==> config.mk <==
export PLATFORM = sky130hd
export DESIGN_NAME = multicycle_control
export DESIGN_NICKNAME = d
export VERILOG_FILES = /design/src/rtl/multicycle_control.sv
export SDC_FILE = /design/constraint.sdc
export NUM_CORES = 1
export LEC_CHECK = 0
export CAP_MARGIN = 20
export CORE_AREA = 4 4 77 79
export DETAILED_ROUTE_END_ITERATION = 10
export DIE_AREA = 0 0 81 83
export PLACE_DENSITY = 0.83
export SLEW_MARGIN = 20
export SYNTH_ARGS = -nofsm -noshare
export SYNTH_HDL_FRONTEND = slang
export SYNTH_SLANG_ARGS = --single-unit
==> constraint.sdc <==
create_clock -name clk -period 2.61 [get_ports clk]
set_input_delay 0.783 -clock clk [delete_from_list [all_inputs] [get_ports clk]]
set_output_delay 0.783 -clock clk [all_outputs]
set_load 0.02 [all_outputs]
==> src/rtl/multicycle_control.sv <==
// Multi-cycle RV32 main control FSM: sequences fetch/decode/execute/memory/writeback
// over a shared ALU and unified memory, with ready handshake, timeout and illegal traps.
module multicycle_control #(
    parameter int MEM_TIMEOUT = 16,
    parameter int CNT_W       = 32,
    parameter bit ENABLE_JAL  = 1'b1
) (
    input  logic             clk,
    input  logic             reset,
    input  logic [6:0]       opcode,
    input  logic [2:0]       funct3,
    input  logic             zero,
    input  logic             mem_ready,
    output logic             pc_write,
    output logic             ir_write,
    output logic             mem_read,
    output logic             mem_write,
    output logic [1:0]       mem_to_reg,
    output logic [1:0]       alu_src_a,
    output logic [1:0]       alu_src_b,
    output logic [1:0]       alu_op,
    output logic [1:0]       pc_source,
    output logic             reg_write,
    output logic             illegal,
    output logic             mem_timeout,
    output logic [CNT_W-1:0] instr_count,
    output logic [3:0]       state
);
    typedef enum logic [3:0] {
        S_IDLE, S_FETCH, S_DECODE, S_EXEC_R, S_EXEC_I, S_WB_ALU, S_MEM_ADDR,
        S_MEM_LOAD, S_WB_LOAD, S_MEM_STORE, S_BRANCH, S_JAL, S_TRAP
    } state_e;

    localparam logic [6:0] OP_R     = 7'b0110011;
    localparam logic [6:0] OP_I     = 7'b0010011;
    localparam logic [6:0] OP_LOAD  = 7'b0000011;
    localparam logic [6:0] OP_STORE = 7'b0100011;
    localparam logic [6:0] OP_BR    = 7'b1100011;
    localparam logic [6:0] OP_JAL   = 7'b1101111;

    // The cycle whose low mem_ready would make the wait count reach MEM_TIMEOUT traps.
    localparam int WAIT_W = (MEM_TIMEOUT > 1) ? $clog2(MEM_TIMEOUT) : 1;
    localparam logic [WAIT_W-1:0] WAIT_LAST = WAIT_W'((MEM_TIMEOUT > 0) ? MEM_TIMEOUT - 1 : 0);

    state_e             state_q, state_d;
    logic [WAIT_W-1:0]  wait_q, wait_d;
    logic [CNT_W-1:0]   cnt_q, cnt_d;
    logic               illegal_q, illegal_d;
    logic               tmo_q, tmo_d;
    logic               retire, wait_tick;

    always_ff @(posedge clk or posedge reset) begin
        if (reset) begin
            state_q   <= S_IDLE;
            wait_q    <= '0;
            cnt_q     <= '0;
            illegal_q <= 1'b0;
            tmo_q     <= 1'b0;
        end else begin
            state_q   <= state_d;
            wait_q    <= wait_d;
            cnt_q     <= cnt_d;
            illegal_q <= illegal_d;
            tmo_q     <= tmo_d;
        end
    end

    always_comb begin
        state_d    = state_q;
        wait_d     = wait_q;
        illegal_d  = illegal_q;
        tmo_d      = tmo_q;
        retire     = 1'b0;
        wait_tick  = 1'b0;
        pc_write   = 1'b0;
        ir_write   = 1'b0;
        mem_read   = 1'b0;
        mem_write  = 1'b0;
        mem_to_reg = 2'b00;
        alu_src_a  = 2'b00;
        alu_src_b  = 2'b00;
        alu_op     = 2'b00;
        pc_source  = 2'b00;
        reg_write  = 1'b0;
        case (state_q)
            S_IDLE: state_d = S_FETCH;
            S_FETCH: begin
                mem_read  = 1'b1;
                alu_src_b = 2'b01;
                if (mem_ready) begin
                    ir_write = 1'b1;
                    pc_write = 1'b1;
                    state_d  = S_DECODE;
                end else begin
                    wait_tick = 1'b1;
                end
            end
            S_DECODE: begin
                alu_src_b = 2'b10;
                case (opcode)
                    OP_R:              state_d = S_EXEC_R;
                    OP_I:              state_d = S_EXEC_I;
                    OP_LOAD, OP_STORE: state_d = S_MEM_ADDR;
                    OP_BR:             state_d = S_BRANCH;
                    OP_JAL: begin
                        if (ENABLE_JAL) state_d = S_JAL;
                        else begin
                            illegal_d = 1'b1;
                            state_d   = S_TRAP;
                        end
                    end
                    default: begin
                        illegal_d = 1'b1;
                        state_d   = S_TRAP;
                    end
                endcase
            end
            S_EXEC_R: begin
                alu_src_a = 2'b01;
                alu_op    = 2'b10;
                state_d   = S_WB_ALU;
            end
            S_EXEC_I: begin
                alu_src_a = 2'b01;
                alu_src_b = 2'b10;
                alu_op    = 2'b10;
                state_d   = S_WB_ALU;
            end
            S_WB_ALU: begin
                reg_write = 1'b1;
                retire    = 1'b1;
                state_d   = S_FETCH;
            end
            S_MEM_ADDR: begin
                alu_src_a = 2'b01;
                alu_src_b = 2'b10;
                state_d   = (opcode == OP_LOAD) ? S_MEM_LOAD : S_MEM_STORE;
            end
            S_MEM_LOAD: begin
                mem_read = 1'b1;
                if (mem_ready) state_d = S_WB_LOAD;
                else           wait_tick = 1'b1;
            end
            S_WB_LOAD: begin
                reg_write  = 1'b1;
                mem_to_reg = 2'b01;
                retire     = 1'b1;
                state_d    = S_FETCH;
            end
            S_MEM_STORE: begin
                mem_write = 1'b1;
                if (mem_ready) begin
                    retire  = 1'b1;
                    state_d = S_FETCH;
                end else begin
                    wait_tick = 1'b1;
                end
            end
            S_BRANCH: begin
                alu_src_a = 2'b01;
                alu_op    = 2'b01;
                pc_source = 2'b01;
                case (funct3)
                    3'b000, 3'b001: begin
                        pc_write = funct3[0] ^ zero;
                        retire   = 1'b1;
                        state_d  = S_FETCH;
                    end
                    default: begin
                        illegal_d = 1'b1;
                        state_d   = S_TRAP;
                    end
                endcase
            end
            S_JAL: begin
                reg_write  = 1'b1;
                mem_to_reg = 2'b10;
                pc_write   = 1'b1;
                pc_source  = 2'b01;
                retire     = 1'b1;
                state_d    = S_FETCH;
            end
            S_TRAP: state_d = S_TRAP;
            default: state_d = S_IDLE;
        endcase

        // A late mem_ready on the limit cycle takes the normal path above, so no trap.
        if (wait_tick) begin
            if ((MEM_TIMEOUT != 0) && (wait_q == WAIT_LAST)) begin
                tmo_d   = 1'b1;
                state_d = S_TRAP;
            end else begin
                wait_d = wait_q + 1'b1;
            end
        end
        if ((state_d != state_q) &&
            (state_d == S_FETCH || state_d == S_MEM_LOAD || state_d == S_MEM_STORE))
            wait_d = '0;

        cnt_d = retire ? cnt_q + 1'b1 : cnt_q;
    end

    assign illegal     = illegal_q;
    assign mem_timeout = tmo_q;
    assign instr_count = cnt_q;
    assign state       = state_q;
endmodule

* Word level (Yosys, flattened, before mapping)
Index checks and enable logic that the tools add are counted. Widths: inputs -> output; s select.
Word-level totals: register bits after elaboration 42, output and inout bits 53, logic and storage cells 87, input bits 14
Operators by class: $add $sub $neg 2, bitwise operators 1, mux-type cells 31, eq/ne operators 27, reduce and logical (&&, ||, !) cells 21
Operators by type and width (number):
- $mux 4 | 10
- $pmux 4 s9 | 1
- $add 32x1->32 const B | 1
- $eq 4x4->1 const B | 7
- $eq 4x3->1 const B | 5
- $pmux 4 s5 | 1
- $eq 7x6->1 const B | 2
- $eq 7x7->1 const B | 2
- $mux 1 | 13
- $pmux 2 s2 | 3
- $reduce_or 2->1 | 5
- $reduce_or 3->1 | 3
- $eq 4x1->1 const B | 2
- $eq 4x2->1 const B | 2
- $reduce_or 4->1 | 2
- $eq 7x2->1 const B | 1
- $eq 7x5->1 const B | 1
- $pmux 1 s3 | 2
- $reduce_or 6->1 | 1
- $add 4x1->4 const B | 1
- $logic_not 4->1 | 1
- $ne 2x2->1 const B | 2
- $ne 4x4->1 | 1
- $reduce_and 2->1 | 2
- 9 further kinds | 11

* Longest topological paths before layout
Gate-level depths: netlist of the first run.
depth in word-level cells 12, mapped depth 9, mapped depth without buffers 7

* Worst setup path before layout of the first run
Ideal clock, no wire load.
path kind reg2out, start register state_q[3] (netlist: state[3]), end output port reg_write, required time 1827 ps, slack -260 ps, buffers on the path 2, cell stages (with the launch flop) 6, arrival 2087 ps, cells stage by stage dfrtp_1 -> clkbuf_1 -> clkbuf_1 -> nand2b_1 -> nor3_1 -> nand2b_1
Between the ends: word-level cells in the longest chain between the ends 3, elaborated cells between the ends (all ways) 5, those cells by class eq/ne (3); mux (1); reduce/logical (1)
RTL lines:
- from (decl) | line 45 | state_e state_q, state_d;
- from (signal assigned) | line 60 | state_q <= state_d;
- $eq 4x4->1 / $eq 4x3->1 (equally long branches) | line 85 | case (state_q)
- $reduce_or 3->1 (no line) (*)
- $mux 1 (*) | line 85
- to (decl) | line 23 | output logic reg_write,
Mark *: on every way between the ends. The rest lies on a longest branch, timed or not.

* Worst setup path in the final report of the first run
start input port funct3[2], end register wait_q[2]
Between the ends: word-level cells in the longest chain between the ends 12, elaborated cells between the ends (all ways) 18, those cells by class eq/ne (6); mux (5); reduce/logical (7)
RTL lines:
- from (decl) | line 11 | input logic [2:0] funct3,
- $eq 3x1->1 / $logic_not 3->1 (equally long branches) | line 163 | case (funct3)
- $reduce_or 2->1 (*) | line 163
- $mux 4 (*) | line 163
- $pmux 4 s9 (*) | line 85
- $mux 4 | line 189 | if ((MEM_TIMEOUT != 0) && (wait_q == WAIT_LAST)) begin
- $mux 4 (*) | line 188 | if (wait_tick) begin
- via state_d[2] | line 45
- $eq 4x1->1 / $eq 4x3->1 (equally long branches) | line 197 | (state_d == S_FETCH || state_d == S_MEM_LOAD || state_d == S_MEM_STORE))
- $logic_or 1x1->1 (2 in series) | line 197
- $logic_and 1x1->1 (*) | line 196 | if ((state_d != state_q) &&
- $ne 2x1->1 (no line) / $reduce_bool 2->1 (equally long branches)
- $reduce_and 2->1 (no line)
- to (signal assigned) | line 61 | wait_q <= wait_d;
- to (decl) | line 46 | logic [WAIT_W-1:0] wait_q, wait_d;
Mark *: on every way through the listed nets, which the timed path passes. The rest lies on a longest branch. A chain may end at the register's enable or synchronous reset.

==> results.md, run 1 <==
- Cell row count: 27
- FF+latch count, synth: 42
- Period utilization: 99.6%
- Worst Path Required: 2790 ps
- Average wire per standard cell: 15.2 µm
- Util after Layout: 72.3%
- Buffers on Ports: 64
- Slew headroom: 65.0%
- VDD IR max: 0.000674 V
- Hold Path Stages: 1
- NumNets Final: 405
- PwrDens: 797 nW/µm²
- Post-synthesis sequential area ratio: 41.5%
- R2R cell count: 11
- Most frequent cells in the layout: buf_4 (49), clkdlybuf4s50_1 (48), dfrtp_1 (39), nand2_1 (27), nor2_1 (22)
- ANT cells: 0
- Final setup fails: 0
- Initial antenna violation count: 0
- Final Total Pwr: 3.08 mW
- First-pass GRT wire length: 11.4 mm
- Hold Crit Start: instr_count[31]
- Hold crit path type: register to register
- Initial drt markers: 99
- Final setup margin: 9.31 ps
- Routed wire length: 7.02 mm
- Number of global-route vias before repair: 2,517
- Setup WS pre-CTS: -474 ps
- FF-to-FF Start: state[2]
- Synth async-reset ratio: 100%
- Mapped Cells: 279
- Routed Antenna Nets: 0
- Clk buf depth: 2
- Commonest non-fill, non-tap cell in the layout: buf_4
- Worst skew pair latency: 290 ps
- CTS Buf Count: 5
- Worst reg2reg path endpoint: wait_q[2]
- RD Place Congestion: 0.904
- Total negative slack: 0 ps
- Mean post-synth cell area: 9.08 µm²
- Hold Path Sink: instr_count[31]
- Post-synth EDFFs: 0
- Full die area: 6720 µm²
- Total I/O pin count: 67
- Drt via density: 5.37
- Residual DRC: 0
- Layout cells sized above 1: 26.0%
- Tmin final: 2600 ps
- Post-DP HPWL: 5.07 mm
- Worst Max-Slew Pin Slew: 525 ps
- WS Path Type: input pin to register
- Grt total ovfl: 0
- Worst-path maximum fanout: 4
- Unrepaired setup endpoints after global routing: true
- Mapped Area: 2530 µm²
- Yosys warns: 0
- Clock Tree Root: clkbuf_8
- Reg2Reg Setup Slack: 120 ps
- Endpoints failing hold: 0
- TritonRoute pass-1 iters: 4
- CORE AREA: 5340 µm²
- CTS Sinks: 42
- Die Span Y: 83 µm
- Ys flop type: dfrtp_1
- Fin. max-slew vios: 0
- Status: finished clean
- Die X: 81 µm
- H-Tree Depth: 2
- CP Launch Type: input pin
- Fmax: 385 MHz
- Setup Skew: 3.07 ps
- CTS tree: yes
- Largest net degree at the start of global routing: 43
- Total GRT Usage: 21.0%
- Area delta synth->final: 52.5%
- Max-cap viol count: 0
- Initial Util: 47.4%
- Leakage: 1.78 nW
- Synth cell types: 54
- Vias: 2,476
- Worst Hold Margin: 467 ps
- Setup crit end kind: register
- Clock transition at path regs: 70 ps
- Crit path DAT: 2780 ps
## final cells by class
type                            count  area [µm²]
Clock buffer                        7        76.3
Fill cell                         416        1480
Inverter                            4        15.0
Multi-Input combinational cell    221        1590
Sequential cell                    42        1050
Tap cell                           72        90.1
Timing Repair Buffer              115        1030
## per-layer routing
metal | vias up | track usage (%) | wire length, µm
li1 | 1206 | - | -
met1 | 1192 | 26.6 | 2990
met2 | 67 | 35.8 | 3600
met3 | 11 | 3.47 | 304
met4 | 0 | 6.61 | 134
met5 | - | 0 | 0
## registers in the layout, indices dropped and copies added (netlist names)
register	flops
wait_q	4
instr_count	32
state	4
illegal	1
mem_timeout	1
## how the worst max path moves through the flow
| stage | startpoint | end | depth (start not counted) |
|---|---|---|---|
| 4_1_cts | funct3[0] | pc_write | 5 |
| 5_1_grt | opcode[4] | wait_q[0] | 9 |
| 3_5_place_dp | mem_ready | wait_q[3] | 10 |
| 3_3_place_gp | mem_ready | pc_write | 5 |
| 6_report | funct3[2] | wait_q[2] | 10 |
| 2_1_floorplan | state[3] | pc_write | 6 |
## cell families (layout without fill, tap and decap cells)
logic type | Yosys count | after routing | share of synthesized area (%)
buffers and inverters | 17 | 126 | 3.01
AO/OA/AOI/OAI | 41 | 41 | 11.3
AND/OR/NAND/NOR | 133 | 133 | 27.9
adder cells (fa/ha/maj) | 3 | 3 | 1.38
XOR/XNOR | 38 | 38 | 13.1
flip-flops | 42 | 42 | 41.5
other | 1 | 2 | 0.148
multiplexers | 4 | 4 | 1.68
## synthesized netlist by cell type (6+ instances only)
| cell type | number | area [µm²] |
|---|---|---|
| a21oi_1 | 8 | 40.0 |
| clkbuf_1 | 6 | 22.5 |
| dfrtp_1 | 42 | 1050 |
| nand2_1 | 28 | 105 |
| nand2b_1 | 6 | 37.5 |
| nand3_1 | 10 | 50.1 |
| nand4_1 | 14 | 87.6 |
| nor2_1 | 28 | 105 |
| nor2b_1 | 7 | 43.8 |
| nor3_1 | 13 | 65.1 |
| o21ai_0 | 8 | 40.0 |
| xnor2_1 | 17 | 149 |
| xor2_1 | 21 | 184 |
## per-stage QoR
stage / instances / cell area [µm²]
6_report: 461 / 3860
5_1_grt: 461 / 3860
4_1_cts: 458 / 3760
3_5_place_dp: 443 / 3540
3_3_place_gp: 443 / 3540
2_1_floorplan: 280 / 2570
## worst max-delay path: stages
cell and delay, ps:
clkdlybuf4s50_1 440, or2_4 300, a21oi_4 150, o22a_1 190
o211ai_1 160, buf_4 170, buf_4 130, mux2i_4 150
o311a_4 260, nor2_1 50
## where the power goes
group | internal (mW) | total (mW) | switching (mW)
sequential | 0.741 | 0.887 | 0.146
clock | 0.184 | 0.387 | 0.202
combinational | 0.856 | 1.81 | 0.949
total | 1.78 | 3.08 | 1.30
## what timing repair did
action,in CTS,in global routing
gates resized for setup,32,29
endpoints found under the setup margin,18,16
buffers inserted,8,3
hold buffers,0,0
pin swaps,6,11
Note: power is estimated with default switching activity, not from simulation.
==> run 2, diff against run 1 <==
--- a/config.mk
+++ b/config.mk
@@ -5,11 +5,11 @@
 export SDC_FILE = /design/constraint.sdc
 export NUM_CORES = 1
 export LEC_CHECK = 0
-export CAP_MARGIN = 20
-export CORE_AREA = 4 4 77 79
+export ABC_AREA = 1
+export CORE_AREA = 4 4 79 81
 export DETAILED_ROUTE_END_ITERATION = 10
-export DIE_AREA = 0 0 81 83
-export PLACE_DENSITY = 0.83
+export DIE_AREA = 0 0 83 85
+export PLACE_DENSITY = 0.8
 export SLEW_MARGIN = 20
 export SYNTH_ARGS = -nofsm -noshare
 export SYNTH_HDL_FRONTEND = slang
==> results.md, run 2 <==
- Status: finished, violations left
- Failing checks: setup timing
- Hold Crit Start: illegal
- Most frequent cells in the layout: nand2_1 (99), clkdlybuf4s50_1 (53), nor2_1 (43), dfrtp_1 (40), inv_1 (38)
- Flip-flop count of the largest register after layout: 32 (unchanged)
- CTS Sinks: 42 (unchanged)
- Final setup margin: -9.74 ps (-19.1 ps)
- Buffers on Ports: 64 (unchanged)
- Worst path top cell family by delay: buffers and inverters
- Final setup fails: 1 (+1)
- Fillers: 491 (+18%)
- Crit path DAT: 1840 ps (-940 ps)
- H-Tree Depth: 2 (unchanged)
- Mapped Cells: 365 (+31%)
- Cell row count: 27 (unchanged)
- Reg2Reg Setup Slack: 560 ps (+440 ps)
- FF-to-FF Start: state[0]
- Worst Path Required: 1830 ps (-960 ps)
- Clock Tree Root: clkbuf_8
- Post-DP HPWL: 5.73 mm (+13%)
- Period utilization: 100% (+0.73 points)
- CORE AREA: 5470 µm² (+2.5%)
- Post-synthesis sequential area ratio: 38.4% (-3.1 points)
- Initial drt markers: 72 (-27%)
- Sw frac: 24.2% (-18 points)
- Share of power burned in registers: 56.8% (+28 points)
- Commonest non-fill, non-tap cell in the layout: nand2_1
- CP cell instances: clkdlybuf4s50_1 > or2_4 > nor3_4 > a21oi_1 > nand2_1 > buf_4
- Drt via density: 5.08 (-5.3%)
- First-pass GRT wire length: 12.1 mm (+5.6%)
- Total negative slack: -9.74 ps (-9.74 ps)
- Top-count cell post-synth: nand2_1
- FF+latch count, synth: 42 (unchanged)
- Fin. max-slew vios: 0 (unchanged)
- Synth async-reset ratio: 100% (unchanged)
- WS Path Type: input pin to output port
- TritonRoute pass-1 iters: 4 (unchanged)
- Setup crit end kind: output port
- Area delta synth->final: 33.5%
- Unrepaired setup endpoints after global routing: true
- ANT cells: 0 (unchanged)
- Worst reg2reg path endpoint: wait_q[0]
- Tmin final: 2620 ps (+19.1 ps)
- Routed Antenna Nets: 0 (unchanged)
- Synth area leaders: dfrtp_1 (38%), nand2_1 (14%), xor2_1 (8.6%)
- Worst Max-Slew Pin Slew: 522 ps (-2.79 ps)
- Post-synth EDFFs: 0 (unchanged)
- Worst path max stage delay: 390 ps (-50 ps)
- Design area: 3650 µm² (-5.5%)
- RD Place Congestion: 0.958 (+5.9%)
- NumNets Final: 466 (+15%)
- Synth top area share: 38.4% (-3.1 points)
- R2R cell count: 12 (+1)
- VDD IR max: 0.000205 V (-70%)
- Hold Path Stages: 1 (unchanged)
- PwrDens: 321 nW/µm² (-60%)
- Grt total ovfl: 0 (unchanged)
- Vias: 2,659 (+7.4%)
- Worst-path maximum fanout: 2 (-2)
- NetSw: 283 µW (-78%)
- Max-cap viol count: 0 (unchanged)
- Top cells by count, synth: nand2_1 (99), nor2_1 (45), dfrtp_1 (42)
- Routed wire length: 6.87 mm (-2.1%)
- Slew headroom: 65.0% (about the same)
- Comb power frac: 8.0% (-51 points)
- Die X: 83 µm (+2.5%)
- Fmax: 382 MHz (-0.73%)
- Endpoints failing hold: 0 (unchanged)
- CP Launch Type: input pin
- Die Span Y: 85 µm (+2.4%)
- Mapped Area: 2730 µm² (+8.0%)
- Total I/O pin count: 67 (unchanged)
- Yosys warns: 0 (unchanged)
- Total GRT Usage: 20.7% (-0.28 points)
- Largest net degree at the start of global routing: 18 (-58%)
- Layout cells sized above 1: 12.6% (-13 points)
- Post-Place Cell Area: 3560 µm² (+0.42%)
- Residual DRC: 0 (unchanged)
- Worst skew pair latency: 290 ps (about the same)
- Postcts setup bufs: 0 (-8)
- CTS tree: yes
- Clock share of power: 35.2% (+23 points)
- Initial antenna violation count: 0 (unchanged)
- Yosys top cell by area: dfrtp_1
- Setup Skew: 6.36 ps (+3.29 ps)
- Average wire per standard cell: 13.1 µm (-14%)
- Ys flop type: dfrtp_1
- Worst path slowest cell: clkdlybuf4s50_1
- Clk buf depth: 2 (unchanged)
- Full die area: 7060 µm² (+4.9%)
- Hold Path Sink: illegal
- Clock transition at path regs: 80 ps (about the same)
- Leakage: 1.90 nW (+6.6%)
- Number of global-route vias before repair: 2,659 (+5.6%)
- Mean post-synth cell area: 7.49 µm² (-17%)
- CTS Buf Count: 5 (unchanged)
- P_int: 888 µW (-50%)
- Initial Util: 50.0% (+2.5 points)
- WP buf/inv: 2 (-1)
- Hold crit path type: register to register
- Synth cell types: 33 (-39%)
## run 2: changes by cell type in the layout (fill, tap and decap cells not counted), sizes merged, moves of 6 or more
cell	change
xnor2	-9
buf	-33
inv	+39
nand3	+14
xor2	+6
nand2	+79
nor2	+23
nor2b	-7
## run 2: worst max-delay path by stage
| stage | startpoint | end | slack, ps | cells past startpoint |
|---|---|---|---|---|
| finish | funct3[2] | pc_write | -10 | 6 |
| floorplan | state[0] | pc_write | 320 | 6 |
| CTS | funct3[2] | pc_write | -70 | 6 |
| global placement | funct3[2] | pc_write | -520 | 6 |
| detailed placement | funct3[2] | pc_write | -540 | 6 |
| global route | funct3[2] | pc_write | -80 | 6 |
## run 2: cell type report
class | count | area (µm²) | area share, %
clock buffers | 6 | 72.6 | 1.99
repair buffers | 81 | 757 | 20.7
flip-flops and latches | 42 | 1050 | 28.9
inverters | 44 | 165 | 4.53
well taps | 72 | 90.1 | 2.47
clock inverters | 2 | 13.8 | 0.377
multi-input cells | 276 | 1500 | 41.0
## run 2: through the flow
stage	setup slack (ps)	hold slack [ps]	total power [mW]	instances	utilization [%]
6_report	-9.74	480	1.17	523	66.7
3_3_place_gp	-521	455	0.769	515	65.0
5_1_grt	-76.8	526	1.22	523	66.7
2_1_floorplan	319	490	0.723	366	-
3_5_place_dp	-537	459	0.772	515	65.0
4_1_cts	-74.3	484	1.19	523	66.5
## run 2: cells by family after synthesis
group                      count (synthesis)  share of synthesized area (%)
AOI/OAI and AO/OA                         14                           2.56
xor gates and xnor gates                  35                           11.8
adders and majority gates                  2                          0.915
buffers and inverters                     48                           7.46
DFF                                       42                           38.4
other                                      1                          0.137
and+or+nand+nor                          223                           38.7
## run 2: power by group through the flow
stage / logic, mW / clock network (mW) / registers (mW)
finish: 0.0938 / 0.413 / 0.665
global route: 0.104 / 0.448 / 0.667
CTS: 0.0945 / 0.426 / 0.665
detailed placement: 0.0939 / 0 / 0.678
global placement: 0.0914 / 0 / 0.678
floorplan: 0.0377 / 0 / 0.686
## run 2: repair_timing
item | in CTS | in global routing
hold buffers | 0 | 0
setup endpoints to repair | 10 | 3
gates resized for setup | 19 | 5
endpoints found under the hold margin | 0 | 0
## run 2: routing by layer
metal	global-route usage [%]	routed length, µm	share of wire (%)	up-vias
li1	-	-	-	1332
met1	24.3	2820	41	1244
met2	37.9	3650	53	68
met3	3.79	255	3.7	15
met4	6.98	143	2.1	0
met5	0	0	0	-
